[config.mk]
export PLATFORM = sky130hd
export DESIGN_NAME = keccak_padder_flat
export DESIGN_NICKNAME = d
export VERILOG_FILES = /design/src/rtl/keccak_padder_if.sv /design/src/rtl/keccak_padder.sv /design/src/flat_wrapper.sv
export SDC_FILE = /design/constraint.sdc
export NUM_CORES = 1
export LEC_CHECK = 0
export CAP_MARGIN = 5
export CORE_MARGIN = 2
export CORE_UTILIZATION = 39
export CTS_BUF_LIST = sky130_fd_sc_hd__clkbuf_4 sky130_fd_sc_hd__clkbuf_8 sky130_fd_sc_hd__clkbuf_16
export CTS_CLUSTER_SIZE = 25
export DETAILED_ROUTE_END_ITERATION = 10
export PLACE_DENSITY = 0.84
export SLEW_MARGIN = 0
export SYNTH_ARGS = -nofsm -noshare
export SYNTH_HDL_FRONTEND = slang
export SYNTH_SLANG_ARGS = --single-unit
[constraint.sdc]
create_clock -name clk -period 3.3 [get_ports clk]
set_input_delay 0.66 -clock clk [delete_from_list [all_inputs] [get_ports clk]]
set_output_delay 0.66 -clock clk [all_outputs]
set_load 0.05 [all_outputs]
[src/rtl/keccak_padder_if.sv]
// keccak_padder_if: message-stream and core-side signals of the keccak padder.
//   Msg_data/Msg_valid/Msg_last/Msg_bytes : message word from the source
//   Msg_ready                             : padder accepts a word this cycle
//   Buffer_full                           : core input buffer full
//   Din/Din_valid/Last_block              : words and completion pulse to the core
// slave = padder view, master = source/core view.
interface keccak_padder_if #(
    parameter int unsigned N = 64
);
    localparam int unsigned BW = $clog2(N / 8) + 1;

    logic [N-1:0]  Msg_data;
    logic          Msg_valid;
    logic          Msg_last;
    logic [BW-1:0] Msg_bytes;
    logic          Msg_ready;
    logic          Buffer_full;
    logic [N-1:0]  Din;
    logic          Din_valid;
    logic          Last_block;

    modport slave (
        input  Msg_data, Msg_valid, Msg_last, Msg_bytes, Buffer_full,
        output Msg_ready, Din, Din_valid, Last_block
    );

    modport master (
        output Msg_data, Msg_valid, Msg_last, Msg_bytes, Buffer_full,
        input  Msg_ready, Din, Din_valid, Last_block
    );
endinterface

[src/rtl/keccak_padder.sv]
// keccak_padder: pad10*1 front end for the keccak core. Accepts a byte-granular
// message stream and emits rate-sized blocks of N-bit words, honouring the
// core's Buffer_full back-pressure, then pulses Last_block.
// Ports:
//   clk     : system clock
//   rst     : asynchronous active-high reset
//   start_i : synchronous restart pulse (shared with the core)
//   bus     : keccak_padder_if.slave (message input, core Din/Din_valid/
//             Last_block output, Buffer_full input, Msg_ready output)
// Build option: define KECCAK_SHA3_PAD_EN for SHA-3 domain padding (first
// pad byte 0x06 instead of 0x01).
module keccak_padder #(
    parameter int unsigned N          = 64,
    parameter int unsigned RATE_WORDS = 16
) (
    input  logic            clk,
    input  logic            rst,
    input  logic            start_i,
    keccak_padder_if.slave  bus
);
    localparam int unsigned NB = N / 8;
    localparam int unsigned BW = $clog2(NB) + 1;
    localparam int unsigned CW = $clog2(RATE_WORDS);
    localparam logic [CW-1:0] LAST_IDX = CW'(RATE_WORDS - 1);

`ifdef KECCAK_SHA3_PAD_EN
    localparam logic [7:0] FIRST_PAD = 8'h06;
`else
    localparam logic [7:0] FIRST_PAD = 8'h01;
`endif

    localparam logic [N-1:0] FIRST_WORD = {{(N-8){1'b0}}, FIRST_PAD};
    localparam logic [N-1:0] END_WORD   = {8'h80, {(N-8){1'b0}}};

    typedef enum logic [2:0] {
        IDLE,
        ABSORB,
        PAD,
        BLK_WAIT,
        LAST
    } state_t;

    state_t        state_q;
    logic [CW-1:0] word_cnt_q;
    logic [N-1:0]  din_q;
    logic          din_valid_q;
    logic          last_block_q;
    logic          pad_pending_q;   // first pad byte not yet placed
    logic          padding_q;       // message consumed, pad words still owed
    logic          pad_done_q;      // final word of the padded message issued

    logic          msg_ready_c;
    logic          msg_fire_c;
    logic          blk_end_c;
    logic          full_last_c;
    logic [N-1:0]  last_word_c;
    logic [N-1:0]  end_mask_c;

    assign msg_ready_c = (state_q == ABSORB) && !bus.Buffer_full;
    assign msg_fire_c  = bus.Msg_valid && msg_ready_c;
    assign blk_end_c   = (word_cnt_q == LAST_IDX);
    assign full_last_c = (bus.Msg_bytes == BW'(NB));
    assign end_mask_c  = blk_end_c ? END_WORD : '0;

    // Partial final word: keep valid bytes, place first pad byte right after them.
    always_comb begin
        last_word_c = '0;
        for (int unsigned k = 0; k < NB; k++) begin
            if (BW'(k) < bus.Msg_bytes) begin
                last_word_c[8*k +: 8] = bus.Msg_data[8*k +: 8];
            end else if (BW'(k) == bus.Msg_bytes) begin
                last_word_c[8*k +: 8] = FIRST_PAD;
            end
        end
    end

    // Padder FSM with registered core-side outputs.
    always_ff @(posedge clk or posedge rst) begin
        if (rst) begin
            state_q       <= IDLE;
            word_cnt_q    <= '0;
            din_q         <= '0;
            din_valid_q   <= 1'b0;
            last_block_q  <= 1'b0;
            pad_pending_q <= 1'b0;
            padding_q     <= 1'b0;
            pad_done_q    <= 1'b0;
        end else if (start_i) begin
            state_q       <= ABSORB;
            word_cnt_q    <= '0;
            din_valid_q   <= 1'b0;
            last_block_q  <= 1'b0;
            pad_pending_q <= 1'b0;
            padding_q     <= 1'b0;
            pad_done_q    <= 1'b0;
        end else begin
            din_valid_q  <= 1'b0;
            last_block_q <= 1'b0;
            case (state_q)
                IDLE: begin
                    din_q <= '0;
                end

                ABSORB: begin
                    if (msg_fire_c) begin
                        din_valid_q <= 1'b1;
                        word_cnt_q  <= blk_end_c ? '0 : word_cnt_q + CW'(1);
                        if (!bus.Msg_last) begin
                            din_q   <= bus.Msg_data;
                            state_q <= blk_end_c ? BLK_WAIT : ABSORB;
                        end else if (full_last_c) begin
                            // Whole word is data; pad byte goes into a later word.
                            din_q         <= bus.Msg_data;
                            pad_pending_q <= 1'b1;
                            padding_q     <= 1'b1;
                            state_q       <= blk_end_c ? BLK_WAIT : PAD;
                        end else begin
                            din_q <= last_word_c | end_mask_c;
                            if (blk_end_c) begin
                                pad_done_q <= 1'b1;
                                state_q    <= BLK_WAIT;
                            end else begin
                                padding_q <= 1'b1;
                                state_q   <= PAD;
                            end
                        end
                    end
                end

                PAD: begin
                    if (!bus.Buffer_full) begin
                        din_valid_q   <= 1'b1;
                        din_q         <= (pad_pending_q ? FIRST_WORD : '0) | end_mask_c;
                        pad_pending_q <= 1'b0;
                        word_cnt_q    <= blk_end_c ? '0 : word_cnt_q + CW'(1);
                        if (blk_end_c) begin
                            pad_done_q <= 1'b1;
                            state_q    <= BLK_WAIT;
                        end
                    end
                end

                BLK_WAIT: begin
                    if (!bus.Buffer_full) begin
                        if (pad_done_q) begin
                            last_block_q <= 1'b1;
                            state_q      <= LAST;
                        end else if (padding_q) begin
                            state_q <= PAD;
                        end else begin
                            state_q <= ABSORB;
                        end
                    end
                end

                LAST: begin
                    state_q <= IDLE;
                end

                default: begin
                    state_q <= IDLE;
                end
            endcase
        end
    end

    assign bus.Msg_ready  = msg_ready_c;
    assign bus.Din        = din_q;
    assign bus.Din_valid  = din_valid_q;
    assign bus.Last_block = last_block_q;

endmodule
[src/flat_wrapper.sv]
// flat-port wrapper written by rule: the top's interface ports become plain ports
module keccak_padder_flat 
#(
    parameter int unsigned N          = 64,
    parameter int unsigned RATE_WORDS = 16
)
  (clk, rst, start_i, bus_Msg_data, bus_Msg_valid, bus_Msg_last, bus_Msg_bytes, bus_Buffer_full, bus_Msg_ready, bus_Din, bus_Din_valid, bus_Last_block);
  keccak_padder_if #(.N(N)) bus_i ();
  input  logic clk;
  input  logic rst;
  input  logic start_i;
  input wire logic [$bits(bus_i.Msg_data)-1:0] bus_Msg_data;
  input wire logic [$bits(bus_i.Msg_valid)-1:0] bus_Msg_valid;
  input wire logic [$bits(bus_i.Msg_last)-1:0] bus_Msg_last;
  input wire logic [$bits(bus_i.Msg_bytes)-1:0] bus_Msg_bytes;
  input wire logic [$bits(bus_i.Buffer_full)-1:0] bus_Buffer_full;
  output wire logic [$bits(bus_i.Msg_ready)-1:0] bus_Msg_ready;
  output wire logic [$bits(bus_i.Din)-1:0] bus_Din;
  output wire logic [$bits(bus_i.Din_valid)-1:0] bus_Din_valid;
  output wire logic [$bits(bus_i.Last_block)-1:0] bus_Last_block;
  assign bus_i.Msg_data = bus_Msg_data;
  assign bus_i.Msg_valid = bus_Msg_valid;
  assign bus_i.Msg_last = bus_Msg_last;
  assign bus_i.Msg_bytes = bus_Msg_bytes;
  assign bus_i.Buffer_full = bus_Buffer_full;
  assign bus_Msg_ready = bus_i.Msg_ready;
  assign bus_Din = bus_i.Din;
  assign bus_Din_valid = bus_i.Din_valid;
  assign bus_Last_block = bus_i.Last_block;
  keccak_padder #(.N(N), .RATE_WORDS(RATE_WORDS)) u_core (.clk(clk), .rst(rst), .start_i(start_i), .bus(bus_i));
endmodule
* Word level (Yosys, flattened, before mapping)
Cells that the tools add are included.
** Storage, ports and cells
- Register bits :: 76
- Input port bits :: 74
- Output and inout bits :: 67
- Logic and storage cells :: 125
** Cells by class
- Add/sub/neg operators :: 1
- $lt $le $gt $ge :: 8
- Equal/unequal tests :: 23
- Mux-type cells :: 66
- Bitwise gates (word level) :: 3
- Reduce and logical (&&, ||, !) cells :: 16
** Operators by type and width (number)
- $mux 64 :: 5
- $pmux 64 s3 :: 1
- $or 64x64->64 :: 2
- $mux 8 :: 8
- $mux 1 :: 34
- $mux 3 :: 7
- $eq 3x4->1 const A :: 4
- $lt 3x4->1 const A :: 4
- $mux 4 :: 4
- $ne 3x3->1 const B :: 5
- $reduce_and 5->1 :: 3
- $pmux 3 s4 :: 1
- $ne 3x2->1 const B :: 3
- $eq 2x4->1 const A :: 2
- $eq 4x4->1 const B :: 2
- $lt 1x4->1 const A :: 2
- $lt 2x4->1 const A :: 2
- $pmux 4 s2 :: 1
- $reduce_and 4->1 :: 2
- $eq 3x2->1 const B :: 2
- $pmux 1 s2 :: 3
- $reduce_bool 2->1 :: 3
- $reduce_bool 3->1 :: 2
- $add 4x1->4 const B :: 1
- other kinds (11) :: 14

* Depth between registers and ports, before layout
Gate-level depths: netlist of the first run.
- Depth after elaboration :: 8
- Depth in mapped cells :: 6
- Mapped depth without buffers :: 5

* Least setup slack after synthesis of the first run
No wires, ideal clock.
- Path type :: input -> output
- From :: in bus_Buffer_full
- To :: out bus_Msg_ready
- Arrival :: 1.902 ns
- Required time :: 2.640 ns
- Setup slack :: 0.738 ns
- Stages on the path :: 2
- Buffers on the path :: 1
- Path through :: buf_2 > nor3_1
** On the way
- Word-level cells in the longest chain between the ends :: 2
** RTL lines
- from (decl) :: line flat_wrapper.sv:16 : input wire logic [$bits(bus_i.Buffer_full)-1:0] bus_Buffer_full;
- $logic_not 1->1 :: line keccak_padder.sv:59 : assign msg_ready_c = (state_q == ABSORB) && !bus.Buffer_full;
- $logic_and 1x1->1 :: line keccak_padder.sv:59
- to (decl) :: line flat_wrapper.sv:17 : output wire logic [$bits(bus_i.Msg_ready)-1:0] bus_Msg_ready;
No other way between the ends.

* Worst setup path after layout of the first run
Same ends and word-level chain as after synthesis.

==> qor_table.md, run 1 <==
| Metric | Reported | Unit |
|---|---|---|
| Critical path class | in -> out | - |
| Setup-failing EPs final | 0 | - |
| Ranking of synthesized cells by area | sky130_fd_sc_hd__dfrtp_1 (58%), sky130_fd_sc_hd__a22o_1 (11%), sky130_fd_sc_hd__nand2_1 (4.5%), sky130_fd_sc_hd__o31ai_1 (2.3%), sky130_fd_sc_hd__a211oi_4 (1.8%) | - |
| Post-synthesis sequential area ratio | 58.4 | % |
| Endpoints failing hold | 0 | - |
| Initial standard-cell utilization of the core | 39.8 | % |
| # nets final | 502 | - |
| Post-route total power | 3.03 | mW |
| Maximum ir drop on the vdd rail | 0.311 | mV |
| Die Outline Area | 9100 | um^2 |
| Sort of element at the start of the critical path | input port | - |
| Worst EP arrival | 1.73 | ns |
| Clk Tree Root Cell | sky130_fd_sc_hd__clkbuf_8 | - |
| Detailed-route via count | 2778 | - |
| Post-layout min period | 2.39 | ns |
| Async S/R FF share, synth | 100 | % |
| Count of input and output buffers | 140 | - |
| Pin slew with the least headroom to its limit | 0.631 | ns |
| Clock tree skew after final layout | 0.0103 | ns |
| Maximum number of pins on one net before global-route repair | 35 | - |
| Number of violations reported at the end of detailed-routing iteration 0 | 93 | - |
| Number of global-route vias before repair | 2657 | - |
| Insertion delay of the later-clocked pin in the worst-skew pair | 0.35 | ns |
| RSZ-0062 raised after global routing | false | - |
| Fraction of final layout cells sized beyond drive strength 1 | 8.33 | % |
| CTS max path bufs | 2 | - |
| Mean area per synthesized cell | 11.4 | um^2 |
| List of most frequent post-synthesis cells | sky130_fd_sc_hd__dfrtp_1 (76), sky130_fd_sc_hd__a22o_1 (42), sky130_fd_sc_hd__nand2_1 (39) | - |
| Startpoint of the lowest-slack register-to-register path | u_core.state_q[0] | - |
| Fill count | 702 | - |
| Kind of end point of the critical path | output pin | - |
| Clock tree from TritonCTS | done | - |
| Number of buffers added by the clock tree synthesis step | 9 | - |
| Number of max-slew violations in the final report | 0 | - |
| Post-Route Setup TNS | 0 | ns |
| Post-detailed-route via-to-cell ratio | 5.17 | - |
| Post-synthesis share of cell area spent on and, or, nand and nor gates | 13.6 | % |
| Global routing usage summed across all routing layers | 19.3 | % |
| Synth top area share | 58.4 | % |
| Post-Synth Adder-Cell Area | 0.384 | % |
| Number of different library cells in the post-synthesis netlist | 49 | - |
| Detailed Routing Iterations Pass 1 | 6 | - |
| Number of synthesized register bits | 76 | - |
| Mapped Nets | 360 | - |
| Placed wire-length estimate | 6.49 | mm |
| R2r setup slk | 1.38 | ns |
| Final period utilization | 72.3 | % |
| WL final | 8.65 | mm |
| GRT Residual Overflow | 0 | - |
| Capture point of the worst reg-to-reg path | u_core.bus.Din[47] | - |
| Remaining number of nets flagged by the antenna check after routing | 0 | - |
| Number of max-capacitance violations reported | 0 | - |
| Number of sinks on the clock net | 76 | - |
| Outcome | complete, no violations | - |
| Ys Warns | 0 | - |
| Area Overhead vs Synth | 52.6 | % |
| H-tree depth reported by CTS | 3 | - |
| Detail-routed net length per standard cell | 16.1 | um |
| DRC violations left | 0 | - |
| Dominant cell type by area after synthesis | sky130_fd_sc_hd__dfrtp_1 | - |
| Share of the synthesized area in compound gates (AO/OA/AOI/OAI) | 23.3 | % |
| Setup Buffers After CTS | 0 | - |
| Post-Syn Instances | 285 | - |
| N_diodes | 0 | - |
| CTS hold repair buffers | 0 | - |
| Dominant combinational cell family by area after synthesis | compound AO/OA/AOI/OAI gates | - |
| Dominant cell by count in the synthesized netlist | sky130_fd_sc_hd__dfrtp_1 | - |
| Remaining max-slew budget at the tightest pin | 57.3 | % |
| Mapped cell area | 3260 | um^2 |
| Core Rows | 33 | - |
| Biggest fanout along the worst timing path | 11 | - |
| Main synth FF type | sky130_fd_sc_hd__dfrtp_1 | - |
| Vertical die dimension | 95.4 | um |
| Placer's final routability congestion estimate | 0.828 | - |
| Share of cell area taken by muxes after synthesis | 0.922 | % |
| Area of the placeable core | 8180 | um^2 |
| Worst hold start | u_core.bus.Din[24] | - |
| Upper clock frequency limit | 419 | MHz |
| Required time reported for the critical path endpoint | 2.64 | ns |
| Number of antenna violations at the first check in global routing | 0 | - |
| Hold Path Stages | 2 | - |
| Areal power density over the cells | 609 | nW/um^2 |
| Boundary Pins | 141 | - |
| Worst Hold Endpoint | u_core.bus.Din[24] | - |
| Die width | 95.4 | um |
| Worst-case reg-to-reg path depth | 4 | - |
| CTS clk-pin slew, worst paths | 0.08 | ns |
| Xor and xnor fraction of the mapped netlist area | 0 | % |
| Post-synth EDFFs | 0 | - |
| Hold WC Path Type | reg -> reg | - |
| Number of gates resized after cts | 0 | - |
| Cell leakage power | 2.16 | nW |
| First-pass GRT wire length | 13.4 | mm |
==> area by class of cell <==
cell class                 instances  area (um^2)  share of cell area, %
sequential                        76         1900                   38.3
timing repair buffer             145         1440                   28.9
multi-input combinational        184         1250                   25.2
tap                              105          131                   2.64
clock buffer                       9          124                   2.49
clock inverter                     7         82.6                   1.66
inverter                          11         42.5                  0.856
==> worst max-delay path by stage <==
stage | from | endpoint | depth (start not counted)
3_5_place_dp | bus_Buffer_full | u_core.bus.Din[12] | 6
4_1_cts | bus_Buffer_full | bus_Msg_ready | 3
2_1_floorplan | rst | u_core.bus.Din[0] | 1
6_report | bus_Buffer_full | bus_Msg_ready | 3
3_3_place_gp | bus_Buffer_full | u_core.bus.Din[2] | 6
5_1_grt | bus_Buffer_full | bus_Msg_ready | 3
==> metal layers <==
| metal | vias up | share of wire [%] | GRT usage, % |
|---|---|---|---|
| li1 | 1326 | - | - |
| met1 | 1331 | 42 | 23.7 |
| met2 | 112 | 49 | 32.0 |
| met3 | 9 | 8.7 | 5.77 |
| met4 | 0 | 1.0 | 7.38 |
| met5 | - | 0 | 0 |
==> worst max-delay path, stage by stage <==
cell	delay (ns)
sky130_fd_sc_hd__clkdlybuf4s50_1	0.59
sky130_fd_sc_hd__nor3_1	0.25
sky130_fd_sc_hd__buf_4	0.23
==> power breakdown <==
group / total (mW) / internal, mW / switching, mW / leakage (nW)
Sequential: 1.15 / 1.07 / 0.0847 / 1.00
Clock: 0.740 / 0.363 / 0.378 / 0.0988
Combinational: 1.13 / 0.417 / 0.716 / 1.06
Total: 3.03 / 1.85 / 1.18 / 2.16
==> stage by stage <==
stage / std cells / hold slack (ns) / worst slack (ns) / area (um^2) / util [%]
floorplan: 285 / 0.478 / 0.702 / 3260 / -
global placement: 521 / 0.453 / 0.735 / 4760 / 58.2
detailed placement: 521 / 0.458 / 0.674 / 4760 / 58.2
CTS: 537 / 0.477 / 0.928 / 4970 / 60.8
global route: 537 / 0.507 / 0.788 / 4970 / 60.8
finish: 537 / 0.469 / 0.913 / 4970 / 60.8
==> state kept, by name (all words and copies together), names as in the netlist <==
name,cells
u_core.state_q,3
u_core.padding_q,1
u_core.bus.Din,64
u_core.pad_pending_q,1
u_core.bus.Last_block,1
u_core.pad_done_q,1
u_core.word_cnt_q,4
u_core.bus.Din_valid,1
==> layout by cell type, fill, tap and decap left out, drive strengths merged, types with 2 or more instances in the layout <==
cell type / netlist / final
a211oi: 3 / 3
a21boi: 2 / 2
a21oi: 5 / 5
a22o: 42 / 42
buf: 6 / 6
clkbuf: 8 / 9
clkdlybuf4s50: 0 / 139
clkinvlp: 0 / 2
dfrtp: 76 / 76
inv: 11 / 14
mux2i: 3 / 3
nand2: 39 / 39
nand2b: 5 / 5
nand3: 7 / 7
nand3b: 2 / 2
nor2: 14 / 14
nor2b: 2 / 2
nor3: 5 / 5
nor3b: 4 / 4
nor4: 2 / 2
o211ai: 2 / 2
o21a: 2 / 2
o21ai: 16 / 16
o21bai: 3 / 3
o31ai: 10 / 10
or3: 2 / 2
==> cell families (layout without fill, tap and decap cells) <==
logic type                 after synthesis  after routing
AOI/OAI and AO/OA                       94             94
adders and majority gates                1              1
DFF                                     76             76
buffers and inverters                   25            172
muxes                                    3              3
and+or+nand+nor                         86             86
Note: power is estimated with default switching activity, not from simulation.
==> run 2, diff against run 1 <==
==> constraint.sdc (replaced) <==
create_clock -name clk -period 2.3 [get_ports clk]
set_input_delay 0.46 -clock clk [delete_from_list [all_inputs] [get_ports clk]]
set_output_delay 0.46 -clock clk [all_outputs]
set_load 0.05 [all_outputs]
==> qor_table.md, run 2 (synthesis results as in run 1) <==
| Metric | Reported | Unit |
|---|---|---|
| H-tree depth reported by CTS | 3 | - |
| Area Overhead vs Synth | 56.2 | % |
| DRC violations left | 0 | - |
| Layout Utilization | 62.2 | % |
| Worst Hold Slack | 0.477 | ns |
| Core Rows | 33 | - |
| Storage cell area | 1900 | um^2 |
| Outcome | complete, no violations | - |
| Highest-count cells in the layout ignoring fill and taps | sky130_fd_sc_hd__clkdlybuf4s50_1 (139), sky130_fd_sc_hd__dfrtp_1 (76), sky130_fd_sc_hd__a22o_1 (42) | - |
| Setup-failing EPs final | 0 | - |
| Endpoints failing hold | 0 | - |
| Area of the placeable core | 8180 | um^2 |
| Number of antenna violations at the first check in global routing | 0 | - |
| Cell at the slowest stage of the critical path | sky130_fd_sc_hd__dfrtp_1 | - |
| Number of sinks on the clock net | 76 | - |
| Number of global-route vias before repair | 2768 | - |
| Initial standard-cell utilization of the core | 39.8 | % |
| Clock network power share | 26.1 | % |
| Hold Path Stages | 2 | - |
| Number of gates resized after cts | 0 | - |
| Cell family contributing the most delay on the critical path | flip-flops | - |
| Post-detailed-route via-to-cell ratio | 5.17 | - |
| CTS max path bufs | 2 | - |
| Flip-flop count of the largest register, all copies and words added | 64 | - |
| Required time reported for the critical path endpoint | 1.84 | ns |
| Fill count | 678 | - |
| Cells along the critical path | nand2b_1, nor3_1, buf_4, buf_12 | - |
| GRT Residual Overflow | 0 | - |
| Count of input and output buffers | 140 | - |
| # nets final | 509 | - |
| Post-layout min period | 2.14 | ns |
| Number of violations reported at the end of detailed-routing iteration 0 | 97 | - |
| Worst hold start | u_core.bus.Din[8] | - |
| Final worst slack | 0.156 | ns |
| Number of max-capacitance violations reported | 0 | - |
| Most common library cell in the layout ignoring fill and taps | sky130_fd_sc_hd__clkdlybuf4s50_1 | - |
| Cell leakage power | 2.22 | nW |
| Upper clock frequency limit | 466 | MHz |
| Clock tree skew after final layout | 0.00958 | ns |
| Placer's final routability congestion estimate | 0.856 | - |
| Die Outline Area | 9100 | um^2 |
| Longest individual stage delay on the worst path | 0.55 | ns |
| Post-Route Setup TNS | 0 | ns |
| Worst-case reg-to-reg path depth | 4 | - |
| CTS hold repair buffers | 0 | - |
| Count of buffering cells on the critical path with inverters included | 2 | - |
| Setup Buffers After CTS | 0 | - |
| Maximum number of pins on one net before global-route repair | 77 | - |
| First-pass GRT wire length | 13.3 | mm |
| Areal power density over the cells | 879 | nW/um^2 |
| Fraction of final layout cells sized beyond drive strength 1 | 9.79 | % |
| Maximum ir drop on the vdd rail | 0.452 | mV |
| Capture point of the worst reg-to-reg path | u_core.bus.Din[33] | - |
| Part of the power in registers | 37.1 | % |
| RSZ-0062 raised after global routing | false | - |
| Biggest fanout along the worst timing path | 16 | - |
| Final period utilization | 93.2 | % |
| Detailed Routing Iterations Pass 1 | 4 | - |
| Sort of element at the start of the critical path | flop | - |
| Area taken by multi-input logic gates | 1250 | um^2 |
| Vertical die dimension | 95.4 | um |
| Post-route total power | 4.47 | mW |
| Net switching power | 1.67 | mW |
| Boundary Pins | 141 | - |
| Post-Place Setup Slack | 0.0530 | ns |
| Hold WC Path Type | reg -> reg | - |
| Placed wire-length estimate | 6.40 | mm |
| CTS clk-pin slew, worst paths | 0.09 | ns |
| Startpoint of the lowest-slack register-to-register path | u_core.state_q[1] | - |
| N_diodes | 0 | - |
| WL final | 8.73 | mm |
| Number of max-slew violations in the final report | 0 | - |
| Pin slew with the least headroom to its limit | 0.534 | ns |
| Remaining max-slew budget at the tightest pin | 64.3 | % |
| Clk Tree Root Cell | sky130_fd_sc_hd__clkbuf_8 | - |
| Clock tree from TritonCTS | done | - |
| Detailed-route via count | 2815 | - |
| Kind of end point of the critical path | output pin | - |
| Critical path class | reg -> out | - |
| R2r setup slk | 0.40 | ns |
| Number of buffers added by the clock tree synthesis step | 9 | - |
| Die width | 95.4 | um |
| Logic pwr share | 36.9 | % |
| Insertion delay of the later-clocked pin in the worst-skew pair | 0.34 | ns |
| Net switching fraction of the power | 37.3 | % |
| Worst EP arrival | 1.68 | ns |
| Detail-routed net length per standard cell | 16.1 | um |
| Worst Hold Endpoint | u_core.bus.Din[8] | - |
| Internal power component | 2.80 | mW |
| Remaining number of nets flagged by the antenna check after routing | 0 | - |
| Global routing usage summed across all routing layers | 19.1 | % |
run 2: worst max path at each step:
stage / startpoint / end / slack [ns] / cells after the start
finish: u_core.state_q[1] / bus_Msg_ready / 0.16 / 4
floorplan: bus_Buffer_full / bus_Msg_ready / 0.14 / 2
CTS: bus_Buffer_full / bus_Msg_ready / 0.15 / 5
global route: u_core.state_q[1] / bus_Msg_ready / 0.07 / 4
detailed placement: start_i / u_core.bus.Din[8] / 0.05 / 5
global placement: start_i / u_core.bus.Din[8] / 0.09 / 5
run 2: final cells by class:
class / count / share of cell area (%)
Sequential cell: 76 / 37.4
Timing Repair Buffer: 152 / 30.0
Multi-Input combinational cell: 184 / 24.6
Clock buffer: 10 / 2.71
Tap cell: 105 / 2.58
Clock inverter: 6 / 1.87
Inverter: 11 / 0.885
run 2: stage by stage:
| step | area, um^2 | instances |
|---|---|---|
| floorplan | 3260 | 285 |
| global placement | 4850 | 528 |
| detailed placement | 4850 | 528 |
| CTS | 5090 | 544 |
| global route | 5090 | 544 |
| finish | 5090 | 544 |
run 2: power by group through the flow:
stage	clock network [mW]	logic (mW)	registers [mW]
2_1_floorplan	0	0.324	2.36
3_3_place_gp	0	1.64	1.67
3_5_place_dp	0	1.66	1.68
4_1_cts	1.19	1.66	1.66
5_1_grt	1.25	1.73	1.68
6_report	1.16	1.65	1.66
run 2: tightest hold or removal path, delay by kind of cell (launching register included):
kind,cells,cell delay (ns)
flip-flops,1,0.34
AND/OR/NAND/NOR,2,0.11
run 2: per-layer routing:
metal  routed length [um]  global-route usage, %  part of all wire [%]  vias up
met1                 3860                   24.8                    44     1348
met3                  652                   5.38                   7.5       14
met5                    0                      0                     0        -
li1                     -                      -                     -     1338
met4                  184                   8.69                   2.1        0
met2                 4040                   29.8                    46      115
==> run 3, diff against run 2 <==
--- a/config.mk
+++ b/config.mk
@@ -7,11 +7,11 @@
 export LEC_CHECK = 0
 export CAP_MARGIN = 5
 export CORE_MARGIN = 2
-export CORE_UTILIZATION = 39
+export CORE_UTILIZATION = 42
 export CTS_BUF_LIST = sky130_fd_sc_hd__clkbuf_4 sky130_fd_sc_hd__clkbuf_8 sky130_fd_sc_hd__clkbuf_16
 export CTS_CLUSTER_SIZE = 25
 export DETAILED_ROUTE_END_ITERATION = 10
-export PLACE_DENSITY = 0.84
+export PLACE_DENSITY = 0.85
 export SLEW_MARGIN = 0
 export SYNTH_ARGS = -nofsm -noshare
 export SYNTH_HDL_FRONTEND = slang
==> qor_table.md, run 3 (synthesis results as in run 1) <==
| Metric | Reported | Unit |
|---|---|---|
| Outcome | complete, no violations | - |
| Clock tree from TritonCTS | done | - |
| N_diodes | 0 | - |
| Area Overhead vs Synth | 55.7 | % |
| Flip-flop count of the largest register, all copies and words added | 64 | - |
| Cell at the slowest stage of the critical path | sky130_fd_sc_hd__dfrtp_1 | - |
| Post-detailed-route via-to-cell ratio | 5.32 | - |
| Number of antenna violations at the first check in global routing | 0 | - |
| Cells along the critical path | nand2b_1, nor3_1, buf_12 | - |
| CTS hold repair buffers | 0 | - |
| WL final | 8.74 | mm |
| Placer's final routability congestion estimate | 0.903 | - |
| Area of the placeable core | 7610 | um^2 |
| Required time reported for the critical path endpoint | 1.84 | ns |
| # nets final | 510 | - |
| Fraction of final layout cells sized beyond drive strength 1 | 10.0 | % |
| First-pass GRT wire length | 14.0 | mm |
| Final standard cell count with taps included and fillers excluded | 542 | - |
| Cell leakage power | 2.22 | nW |
| Count of input and output buffers | 140 | - |
| Number of max-capacitance violations reported | 0 | - |
| Number of violations reported at the end of detailed-routing iteration 0 | 176 | - |
| Most common library cell in the layout ignoring fill and taps | sky130_fd_sc_hd__clkdlybuf4s50_1 | - |
| Detail-routed net length per standard cell | 16.1 | um |
| Clk Tree Root Cell | sky130_fd_sc_hd__clkbuf_8 | - |
| Die width | 92.1 | um |
| DRC violations left | 0 | - |
| Number of max-slew violations in the final report | 0 | - |
| Vertical die dimension | 92.1 | um |
| Final period utilization | 93.6 | % |
| Placed wire-length estimate | 6.70 | mm |
| R2r setup slk | 0.49 | ns |
| Number of buffers added by the clock tree synthesis step | 9 | - |
| Pin slew with the least headroom to its limit | 0.557 | ns |
| Boundary Pins | 141 | - |
| Setup Buffers After CTS | 0 | - |
| Clock tree skew after final layout | 0.00630 | ns |
| Upper clock frequency limit | 465 | MHz |
| Setup-failing EPs final | 0 | - |
| Endpoints failing hold | 0 | - |
| Global routing usage summed across all routing layers | 21.0 | % |
| Post-Route Setup TNS | 0 | ns |
| Post-layout min period | 2.15 | ns |
| Sort of element at the start of the critical path | flop | - |
| CTS max path bufs | 2 | - |
| Worst EP arrival | 1.69 | ns |
| Number of placed cells counting well taps | 526 | - |
| Detailed-route via count | 2885 | - |
| Remaining max-slew budget at the tightest pin | 62.8 | % |
| H-tree depth reported by CTS | 3 | - |
| Number of global-route vias before repair | 2919 | - |
| Remaining number of nets flagged by the antenna check after routing | 0 | - |
| Biggest fanout along the worst timing path | 16 | - |
| Insertion delay of the later-clocked pin in the worst-skew pair | 0.34 | ns |
| Layout Utilization | 66.7 | % |
| Detailed Routing Iterations Pass 1 | 4 | - |
| Highest-count cells in the layout ignoring fill and taps | sky130_fd_sc_hd__clkdlybuf4s50_1 (139), sky130_fd_sc_hd__dfrtp_1 (76), sky130_fd_sc_hd__a22o_1 (42) | - |
| CTS clk-pin slew, worst paths | 0.08 | ns |
| GRT Residual Overflow | 0 | - |
| Longest individual stage delay on the worst path | 0.54 | ns |
| RSZ-0062 raised after global routing | false | - |
| Kind of end point of the critical path | output pin | - |
| Number of sinks on the clock net | 76 | - |
| Die Outline Area | 8480 | um^2 |
| Core Rows | 32 | - |
| Maximum ir drop on the vdd rail | 0.456 | mV |
| Critical path class | reg -> out | - |
| Hold WC Path Type | reg -> reg | - |
| Maximum number of pins on one net before global-route repair | 39 | - |
| Initial standard-cell utilization of the core | 42.8 | % |
| Areal power density over the cells | 853 | nW/um^2 |
| Number of gates resized after cts | 0 | - |
## run 3: cell types whose count changed in the layout (fill, tap and decap cells not counted)
cell	previous run	this run
sky130_fd_sc_hd__buf_12	3	4
sky130_fd_sc_hd__bufinv_16	2	1
sky130_fd_sc_hd__clkinv_2	0	3
sky130_fd_sc_hd__clkinv_4	2	1
sky130_fd_sc_hd__inv_6	2	1
## run 3: layout make-up
class                      instances  area, um^2
inverter                          11        45.0
clock buffer                      10         138
tap                              102         128
sequential                        76        1900
clock inverter                     6        62.6
fill                             587        2540
timing repair buffer             153        1550
multi-input combinational        184        1250
## run 3: per-stage QoR
step,setup WS (ns),power (mW),hold slack [ns],cell area (um^2)
floorplan,0.138,2.68,0.478,3260
global placement,0.0525,3.31,0.455,4870
detailed placement,0.0134,3.34,0.461,4870
CTS,0.129,4.37,0.479,5070
global route,0.0434,4.50,0.490,5070
finish,0.147,4.33,0.474,5070
## run 3: routing by layer
| metal | vias up | global-route usage, % | wire length (um) |
|---|---|---|---|
| met5 | - | 0 | 0 |
| met4 | 0 | 9.33 | 217 |
| met3 | 21 | 4.19 | 559 |
| met2 | 128 | 34.8 | 4370 |
| met1 | 1387 | 26.8 | 3600 |
| li1 | 1349 | - | - |
## run 3: final timing paths
| path | endpoint | start | cells past startpoint |
|---|---|---|---|
| min in group asynchronous | u_core.bus.Din[27] | rst | 2 |
| max reg2reg | u_core.word_cnt_q[3] | u_core.state_q[1] | 4 |
| max in group asynchronous | u_core.bus.Din[9] | rst | 3 |
| max | bus_Msg_ready | u_core.state_q[1] | 3 |
| min reg2reg | u_core.bus.Din[56] | u_core.bus.Din[56] | 2 |
| min | u_core.bus.Din[56] | u_core.bus.Din[56] | 2 |
## run 3: critical path, delay by kind of cell (launching register included)
kind | cells | cell delay [ns]
buffers and inverters | 1 | 0.19
flip-flops | 1 | 0.54
AND/OR/NAND/NOR | 2 | 0.62
## run 3: report_power, final
group | internal, mW | switching, mW | total (mW)
logic | 0.620 | 1.03 | 1.65
clock network | 0.531 | 0.483 | 1.01
registers | 1.54 | 0.125 | 1.66
total | 2.69 | 1.64 | 4.33
